==> config.mk <==
export PLATFORM = sky130hd
export DESIGN_NAME = baud_tick_generator
export DESIGN_NICKNAME = d
export VERILOG_FILES = /design/src/rtl/baud_pkg.sv /design/src/rtl/baud_frac_divider.sv /design/src/rtl/baud_tick_generator.sv
export SDC_FILE = /design/constraint.sdc
export NUM_CORES = 1
export LEC_CHECK = 0
export CAP_MARGIN = 10
export CORE_MARGIN = 2
export CORE_UTILIZATION = 35
export DETAILED_ROUTE_END_ITERATION = 10
export DONT_BUFFER_PORTS = 1
export PLACE_DENSITY_LB_ADDON = 0.3
export RECOVER_POWER = 100
export SLEW_MARGIN = 5
export SYNTH_ARGS = -nofsm -noshare
export SYNTH_HDL_FRONTEND = slang
export SYNTH_SLANG_ARGS = --single-unit
==> constraint.sdc <==
create_clock -name clock -period 3.15 [get_ports clock]
set_input_delay 0.945 -clock clock [delete_from_list [all_inputs] [get_ports clock]]
set_output_delay 0.945 -clock clock [all_outputs]
set_load 0.01 [all_outputs]
==> src/rtl/baud_pkg.sv <==
// Shared constants and divisor helpers for the UART baud tick generator.
package baud_pkg;

  localparam int DEFAULT_DIV_INT  = 16;
  localparam int DEFAULT_DIV_FRAC = 0;

  typedef struct packed {
    logic [31:0] divInt;
    logic [31:0] divFrac;
  } divisor_t;

  // Rounds clockHz / (baud * oversample) to the nearest 1/2^fracW clock.
  function automatic divisor_t calcDivisor(input longint clockHz, input longint baud,
                                           input int oversample, input int fracW);
    longint ticksPerSec;
    longint scaled;
    divisor_t d;
    ticksPerSec = baud * longint'(oversample);
    scaled      = ((clockHz << fracW) + ticksPerSec / 2) / ticksPerSec;
    d.divInt    = 32'(scaled >> fracW);
    d.divFrac   = 32'(scaled & ((longint'(1) << fracW) - 1));
    return d;
  endfunction

endpackage

==> src/rtl/baud_frac_divider.sv <==
// Fractional clock divider: counts Aint or Aint+1 cycles per tick, stretching
// a period by one cycle whenever the fractional accumulator carries.
module baud_frac_divider #(
  parameter int INT_W  = 16,
  parameter int FRAC_W = 4
) (
  input  logic              clock,
  input  logic              Reset,
  input  logic              clear,
  input  logic              stall,
  input  logic [INT_W-1:0]  divInt,
  input  logic [FRAC_W-1:0] divFrac,
  output logic              tickNow,
  output logic              osTick
);

  logic [INT_W-1:0]  cnt;
  logic [FRAC_W-1:0] acc;
  logic              extend;
  logic [INT_W:0]    period;
  logic [FRAC_W:0]   accSum;

  // One bit wider than cnt so Aint=2^INT_W-1 plus extend still compares correctly.
  assign period  = {1'b0, divInt} + (INT_W+1)'(extend);
  assign accSum  = {1'b0, acc} + {1'b0, divFrac};
  assign tickNow = !clear && !stall && (({1'b0, cnt} + (INT_W+1)'(1)) == period);

  always_ff @(posedge clock or negedge Reset) begin
    if (!Reset) begin
      cnt    <= '0;
      acc    <= '0;
      extend <= 1'b0;
      osTick <= 1'b0;
    end else if (clear) begin
      cnt    <= '0;
      acc    <= '0;
      extend <= 1'b0;
      osTick <= 1'b0;
    end else if (stall) begin
      cnt    <= '0;
      osTick <= 1'b0;
    end else if (tickNow) begin
      cnt    <= '0;
      osTick <= 1'b1;
      acc    <= accSum[FRAC_W-1:0];
      extend <= accSum[FRAC_W];
    end else begin
      cnt    <= cnt + INT_W'(1);
      osTick <= 1'b0;
    end
  end

endmodule

==> src/rtl/baud_tick_generator.sv <==
// Oversample, mid-bit and bit-boundary strobes for the UART TX/RX paths,
// with a runtime-loadable fractional divisor and start-edge resync.
module baud_tick_generator
  import baud_pkg::*;
#(
  parameter int OVERSAMPLE = 16,
  parameter int INT_W      = 16,
  parameter int FRAC_W     = 4,
  parameter int PH_W       = $clog2(OVERSAMPLE)
) (
  input  logic              clock,
  input  logic              Reset,
  input  logic              Enable,
  input  logic [INT_W-1:0]  DivInt,
  input  logic [FRAC_W-1:0] DivFrac,
  input  logic              DivLoad,
  input  logic              Resync,
  output logic              OsTick,
  output logic              BitTick,
  output logic              MidTick,
  output logic [PH_W-1:0]   OsPhase,
  output logic              ConfigError
);

  logic [INT_W-1:0]  activeInt;
  logic [INT_W-1:0]  pendingInt;
  logic [INT_W-1:0]  nextInt;
  logic [FRAC_W-1:0] activeFrac;
  logic [FRAC_W-1:0] pendingFrac;
  logic [FRAC_W-1:0] nextFrac;
  logic              pendingValid;
  logic              nextValid;
  logic              applyNow;
  logic              clearCounters;
  logic              tickNow;

  assign ConfigError   = activeInt < INT_W'(2);
  assign clearCounters = !Enable || Resync;

  // A divisor may only take over where no period is in flight: at a tick
  // boundary, on resync, while idle, or while stalled on a bad divisor.
  assign applyNow = !Enable || Resync || ConfigError || tickNow;

  always_comb begin
    nextInt   = pendingInt;
    nextFrac  = pendingFrac;
    nextValid = pendingValid;
    if (DivLoad) begin
      nextInt   = DivInt;
      nextFrac  = DivFrac;
      nextValid = 1'b1;
    end
  end

  baud_frac_divider #(
    .INT_W  (INT_W),
    .FRAC_W (FRAC_W)
  ) u_divider (
    .clock   (clock),
    .Reset   (Reset),
    .clear   (clearCounters),
    .stall   (ConfigError),
    .divInt  (activeInt),
    .divFrac (activeFrac),
    .tickNow (tickNow),
    .osTick  (OsTick)
  );

  always_ff @(posedge clock or negedge Reset) begin
    if (!Reset) begin
      activeInt    <= INT_W'(DEFAULT_DIV_INT);
      activeFrac   <= FRAC_W'(DEFAULT_DIV_FRAC);
      pendingInt   <= '0;
      pendingFrac  <= '0;
      pendingValid <= 1'b0;
      OsPhase      <= '0;
      BitTick      <= 1'b0;
      MidTick      <= 1'b0;
    end else begin
      if (nextValid && applyNow) begin
        activeInt    <= nextInt;
        activeFrac   <= nextFrac;
        pendingValid <= 1'b0;
      end else begin
        pendingInt   <= nextInt;
        pendingFrac  <= nextFrac;
        pendingValid <= nextValid;
      end

      if (clearCounters) begin
        OsPhase <= '0;
        BitTick <= 1'b0;
        MidTick <= 1'b0;
      end else if (tickNow) begin
        OsPhase <= OsPhase + PH_W'(1);
        BitTick <= (OsPhase == PH_W'(OVERSAMPLE - 1));
        MidTick <= (OsPhase == PH_W'(OVERSAMPLE / 2 - 1));
      end else begin
        BitTick <= 1'b0;
        MidTick <= 1'b0;
      end
    end
  end

endmodule
==> flow_results.xml <==
<?xml version="1.0" encoding="UTF-8"?>
<metrics>
  <group name="sta">
    <metric name="worst_max_slew_margin_expressed_relative_to_the_limit" unit="">0.7183</metric>
    <metric name="setup_violations" unit="">41</metric>
    <metric name="timing.clock.skew" unit="ps">8.388</metric>
    <metric name="worst_slack" unit="ps">-114.9</metric>
    <metric name="timing.final.crit_share" unit="">1.036</metric>
    <metric name="grt_setup_unrepaired" unit="">yes</metric>
    <metric name="worst_slew_pin_slew" unit="ps">422.6</metric>
    <metric name="min_period" unit="ps">3265</metric>
    <metric name="hold_violations" unit="">0</metric>
    <metric name="report.final.slew_viol_count" unit="">0</metric>
    <metric name="fmaxAchievable" unit="GHz">0.3063</metric>
  </group>
  <group name="global_routing">
    <metric name="grt_pass1_wl" unit="µm">15400</metric>
    <metric name="grt_start_max_net_pins" unit="">70</metric>
    <metric name="grt_pass1_vias" unit="">3000</metric>
    <metric name="grt_overflow_total" unit="">0</metric>
    <metric name="antenna_violations_before_repair" unit="">0</metric>
    <metric name="grtUsageTotal" unit="">0.1546</metric>
  </group>
  <group name="routing">
    <metric name="drt-initial-drc-count" unit="">130</metric>
    <metric name="drt_pre_antenna_iters" unit="">4</metric>
    <metric name="remaining_drc_errors" unit="">0</metric>
    <metric name="vias_per_cell" unit="">5.187</metric>
    <metric name="vias" unit="">2827</metric>
    <metric name="wirelength" unit="µm">8996</metric>
    <metric name="wl_per_cell" unit="µm">16.51</metric>
    <metric name="route.antenna.remaining_nets" unit="">0</metric>
  </group>
  <group name="critical_path">
    <metric name="timing.critical_path.slowest_stage_cell" unit="">or4_1</metric>
    <metric name="worst-path-max-fanout" unit="">7</metric>
    <metric name="timing.rr.start" unit="">u_divider.extend</metric>
    <metric name="worstPathArrival" unit="ps">3480</metric>
    <metric name="worstRegToRegCells" unit="">12</metric>
    <metric name="regToRegEndpoint" unit="">activeFrac[0]</metric>
    <metric name="crit_required" unit="ps">3360</metric>
    <metric name="kind_of_end_point_of_the_critical_path" unit="">flip-flop</metric>
    <metric name="setup.reg_to_reg.worst_slack" unit="ps">-110</metric>
    <metric name="crit_chain" unit="">ha_4 &gt; ha_4 &gt; nand4_4 &gt; nor3_4 &gt; xor2_1 &gt; xnor2_1 &gt; or4_1 &gt; a2111o_1 &gt; a21oi_4 &gt; buf_6 &gt; clkbuf_16 &gt; mux2_1</metric>
    <metric name="dominant_delay_contributor_by_cell_family_on_the_critical_path" unit="">simple AND/OR/NAND/NOR gates</metric>
    <metric name="slowest_delay" unit="ps">540</metric>
    <metric name="start_kind" unit="">flip-flop</metric>
    <metric name="worstSetupPathType" unit="">reg -&gt; reg</metric>
    <metric name="timing.critical_path.buf_inv" unit="">2</metric>
    <metric name="worst_path_most_repeated_cell" unit="">ha_4</metric>
  </group>
  <group name="status">
    <metric name="run_status" unit="">finished with violations</metric>
    <metric name="violations" unit="">setup timing</metric>
  </group>
  <group name="synthesis">
    <metric name="synth-compound-area-share" unit="">0.04037</metric>
    <metric name="ys_ff_latch" unit="">69</metric>
    <metric name="syn-num-nets" unit="">386</metric>
    <metric name="yosysSeqAreaShare" unit="">0.4355</metric>
    <metric name="synthArstFlopShare" unit="">1.000</metric>
    <metric name="synth_simple_gate_area_frac" unit="">0.1750</metric>
    <metric name="ys_dominant_reg_cell" unit="">dfrtp_1</metric>
    <metric name="synth_top_family_by_area" unit="">multiplexers</metric>
    <metric name="syn-mean-instance-area" unit="µm²">11.30</metric>
    <metric name="yosysWarnings" unit="">0</metric>
    <metric name="post_synth_fa_ha_maj_area_fraction" unit="">0.03343</metric>
    <metric name="muxShareOfSynthArea" unit="">0.1968</metric>
    <metric name="post_synth_inst_count" unit="">351</metric>
    <metric name="synthDistinctLibCells" unit="">52</metric>
    <metric name="synth_area" unit="µm²">3968</metric>
    <metric name="synth-xor-area-share" unit="">0.09524</metric>
    <metric name="synth-edff-count" unit="">0</metric>
  </group>
  <group name="power">
    <metric name="p_leak" unit="nW">2.116</metric>
    <metric name="design_power_total" unit="mW">2.738</metric>
    <metric name="power_density_over_the_cells" unit="nW/µm²">547.3</metric>
    <metric name="worst_ir_drop_vdd" unit="µV">330.4</metric>
  </group>
  <group name="cells_and_area">
    <metric name="areaGrowthSynthToFinish" unit="%">26.08</metric>
    <metric name="diodes" unit="">0</metric>
    <metric name="fillCellCount" unit="">1026</metric>
    <metric name="post_route_cells_drive_above_1_share" unit="">0.3432</metric>
    <metric name="final-seq-area" unit="µm²">1728</metric>
    <metric name="final_nets" unit="">435</metric>
    <metric name="area_of_combinational_cells_with_multiple_inputs" unit="µm²">2332</metric>
    <metric name="final_common_cell" unit="">dfrtp_1</metric>
    <metric name="final_cell_mix" unit="">dfrtp_1 (68), buf_4 (43), nor2_1 (30), mux2_4 (27), xnor2_1 (24)</metric>
  </group>
  <group name="clock_tree">
    <metric name="clock_sinks" unit="">69</metric>
    <metric name="ctsHtreeMaxLevel" unit="">3</metric>
    <metric name="clock_slew_seen_by_the_registers_of_the_worst_setup_and_hold_paths" unit="ps">60</metric>
    <metric name="tritoncts" unit="">done</metric>
    <metric name="clock-root-buffer" unit="">clkbuf_16</metric>
    <metric name="clock_path_buffers" unit="">2</metric>
    <metric name="worst_skew_pair.late_latency" unit="ps">330</metric>
    <metric name="cts_inserted_buffers" unit="">9</metric>
  </group>
  <group name="hold_path">
    <metric name="worst_hold_path_type" unit="">in -&gt; async</metric>
  </group>
  <group name="die">
    <metric name="core_area" unit="µm²">10940</metric>
    <metric name="fp.dieH" unit="µm">110.5</metric>
    <metric name="num_io_pins" unit="">33</metric>
    <metric name="fp.dieArea" unit="µm²">12200</metric>
    <metric name="effective_utilization_at_floorplan" unit="">0.3628</metric>
    <metric name="row_count" unit="">38</metric>
    <metric name="die_x" unit="µm">110.5</metric>
  </group>
  <group name="placement">
    <metric name="place_congestion" unit="">0.8326</metric>
    <metric name="hpwlAfterDp" unit="µm">6277</metric>
    <metric name="port_buffers" unit="">0</metric>
    <metric name="pre_cts_ws" unit="ps">-83.81</metric>
  </group>
  <group name="flow_run">
    <metric name="maxCapViolCount" unit="">0</metric>
  </group>
</metrics>
[what timing repair did]
item | CTS | global route
setup endpoints to repair | 39 | 52
resized for setup | 14 | 24
buffers inserted | 5 | 4
hold buffers | 0 | 0
pin swaps | 1 | 10
cloned | 1 | 1
[cell usage after synthesis (5+ instances only)]
cell type,number,share of area
mux2_2,16,0.045
and3_1,5,0.0079
xnor2_1,26,0.057
nor4_1,11,0.017
dfrtp_1,68,0.43
inv_1,6,0.0057
mux2i_1,12,0.030
xor2_1,12,0.026
o21ai_1,5,0.0063
nor2_1,31,0.029
nor3_1,5,0.0063
mux2_1,16,0.045
nand2_1,22,0.021
clkbuf_1,5,0.0047
mux2_4,20,0.076
nand3_1,14,0.018
ha_1,9,0.028
nand4_1,11,0.017
[power by group]
part           internal (mW)  leakage (nW)  total (mW)  switching [mW]
combinational          0.308          1.08       0.544           0.236
clock                  0.737         0.156        1.10           0.366
sequential              1.00         0.876        1.09          0.0885
total                   2.05          2.12        2.74           0.690
[kinds of logic (layout without fill, tap and decap cells)]
| family | after synthesis | in the layout |
|---|---|---|
| AO/OA/AOI/OAI | 23 | 23 |
| XOR/XNOR | 40 | 40 |
| adder cells (fa/ha/maj) | 10 | 10 |
| buffers and inverters | 18 | 72 |
| flip-flops | 69 | 69 |
| multiplexers | 64 | 64 |
| AND/OR/NAND/NOR | 127 | 127 |
[routing by layer]
layer,GRT usage,up-vias,part of all wire
li1,-,1355,-
met5,0,-,0
met2,0.2442,49,0.47
met3,0.02799,10,0.036
met4,0.05833,0,0.019
met1,0.2118,1413,0.47
[stage by stage]
step                      setup TNS (ps)  utilization  hold slack (ps)  std cells  instance area, µm²
after floorplan                        0            -            446.9        351                3968
after global placement            -274.6       0.4024            487.7        519                4400
after detailed placement           -1784       0.4024            493.4        519                4400
after CTS                         -780.9       0.4465            292.6        541                4882
after global routing              -10270       0.4574            295.7        545                5002
final                              -2316       0.4574            309.2        545                5002
[worst max-delay path by stage]
stage	end	from	cells after the start	slack, ps
final	activeFrac[0]	u_divider.extend	12	-110
after global routing	activeFrac[0]	activeInt[0]	11	-250
after CTS	activeFrac[0]	u_divider.extend	11	-60
after detailed placement	activeInt[13]	activeInt[0]	11	-80
after global placement	activeInt[0]	u_divider.cnt[0]	10	-20
after floorplan	activeInt[10]	u_divider.cnt[0]	10	10
[area by class of cell]
cell class,instances,share of cell area
Multi-Input combinational cell,264,0.4662
Sequential cell,69,0.3454
Timing Repair Buffer,50,0.08329
Clock buffer,13,0.05203
Tap cell,140,0.03502
Clock inverter,3,0.01351
Inverter,6,0.004502
[state kept, by name (all words and copies together) (netlist names)]
signal            flops
pendingInt           16
u_divider.osTick      1
activeInt            16
BitTick               1
OsPhase               4
pendingValid          1
u_divider.acc         4
MidTick               1
pendingFrac           4
activeFrac            4
u_divider.cnt        16
u_divider.extend      1
(Power assumes the default switching activity.)
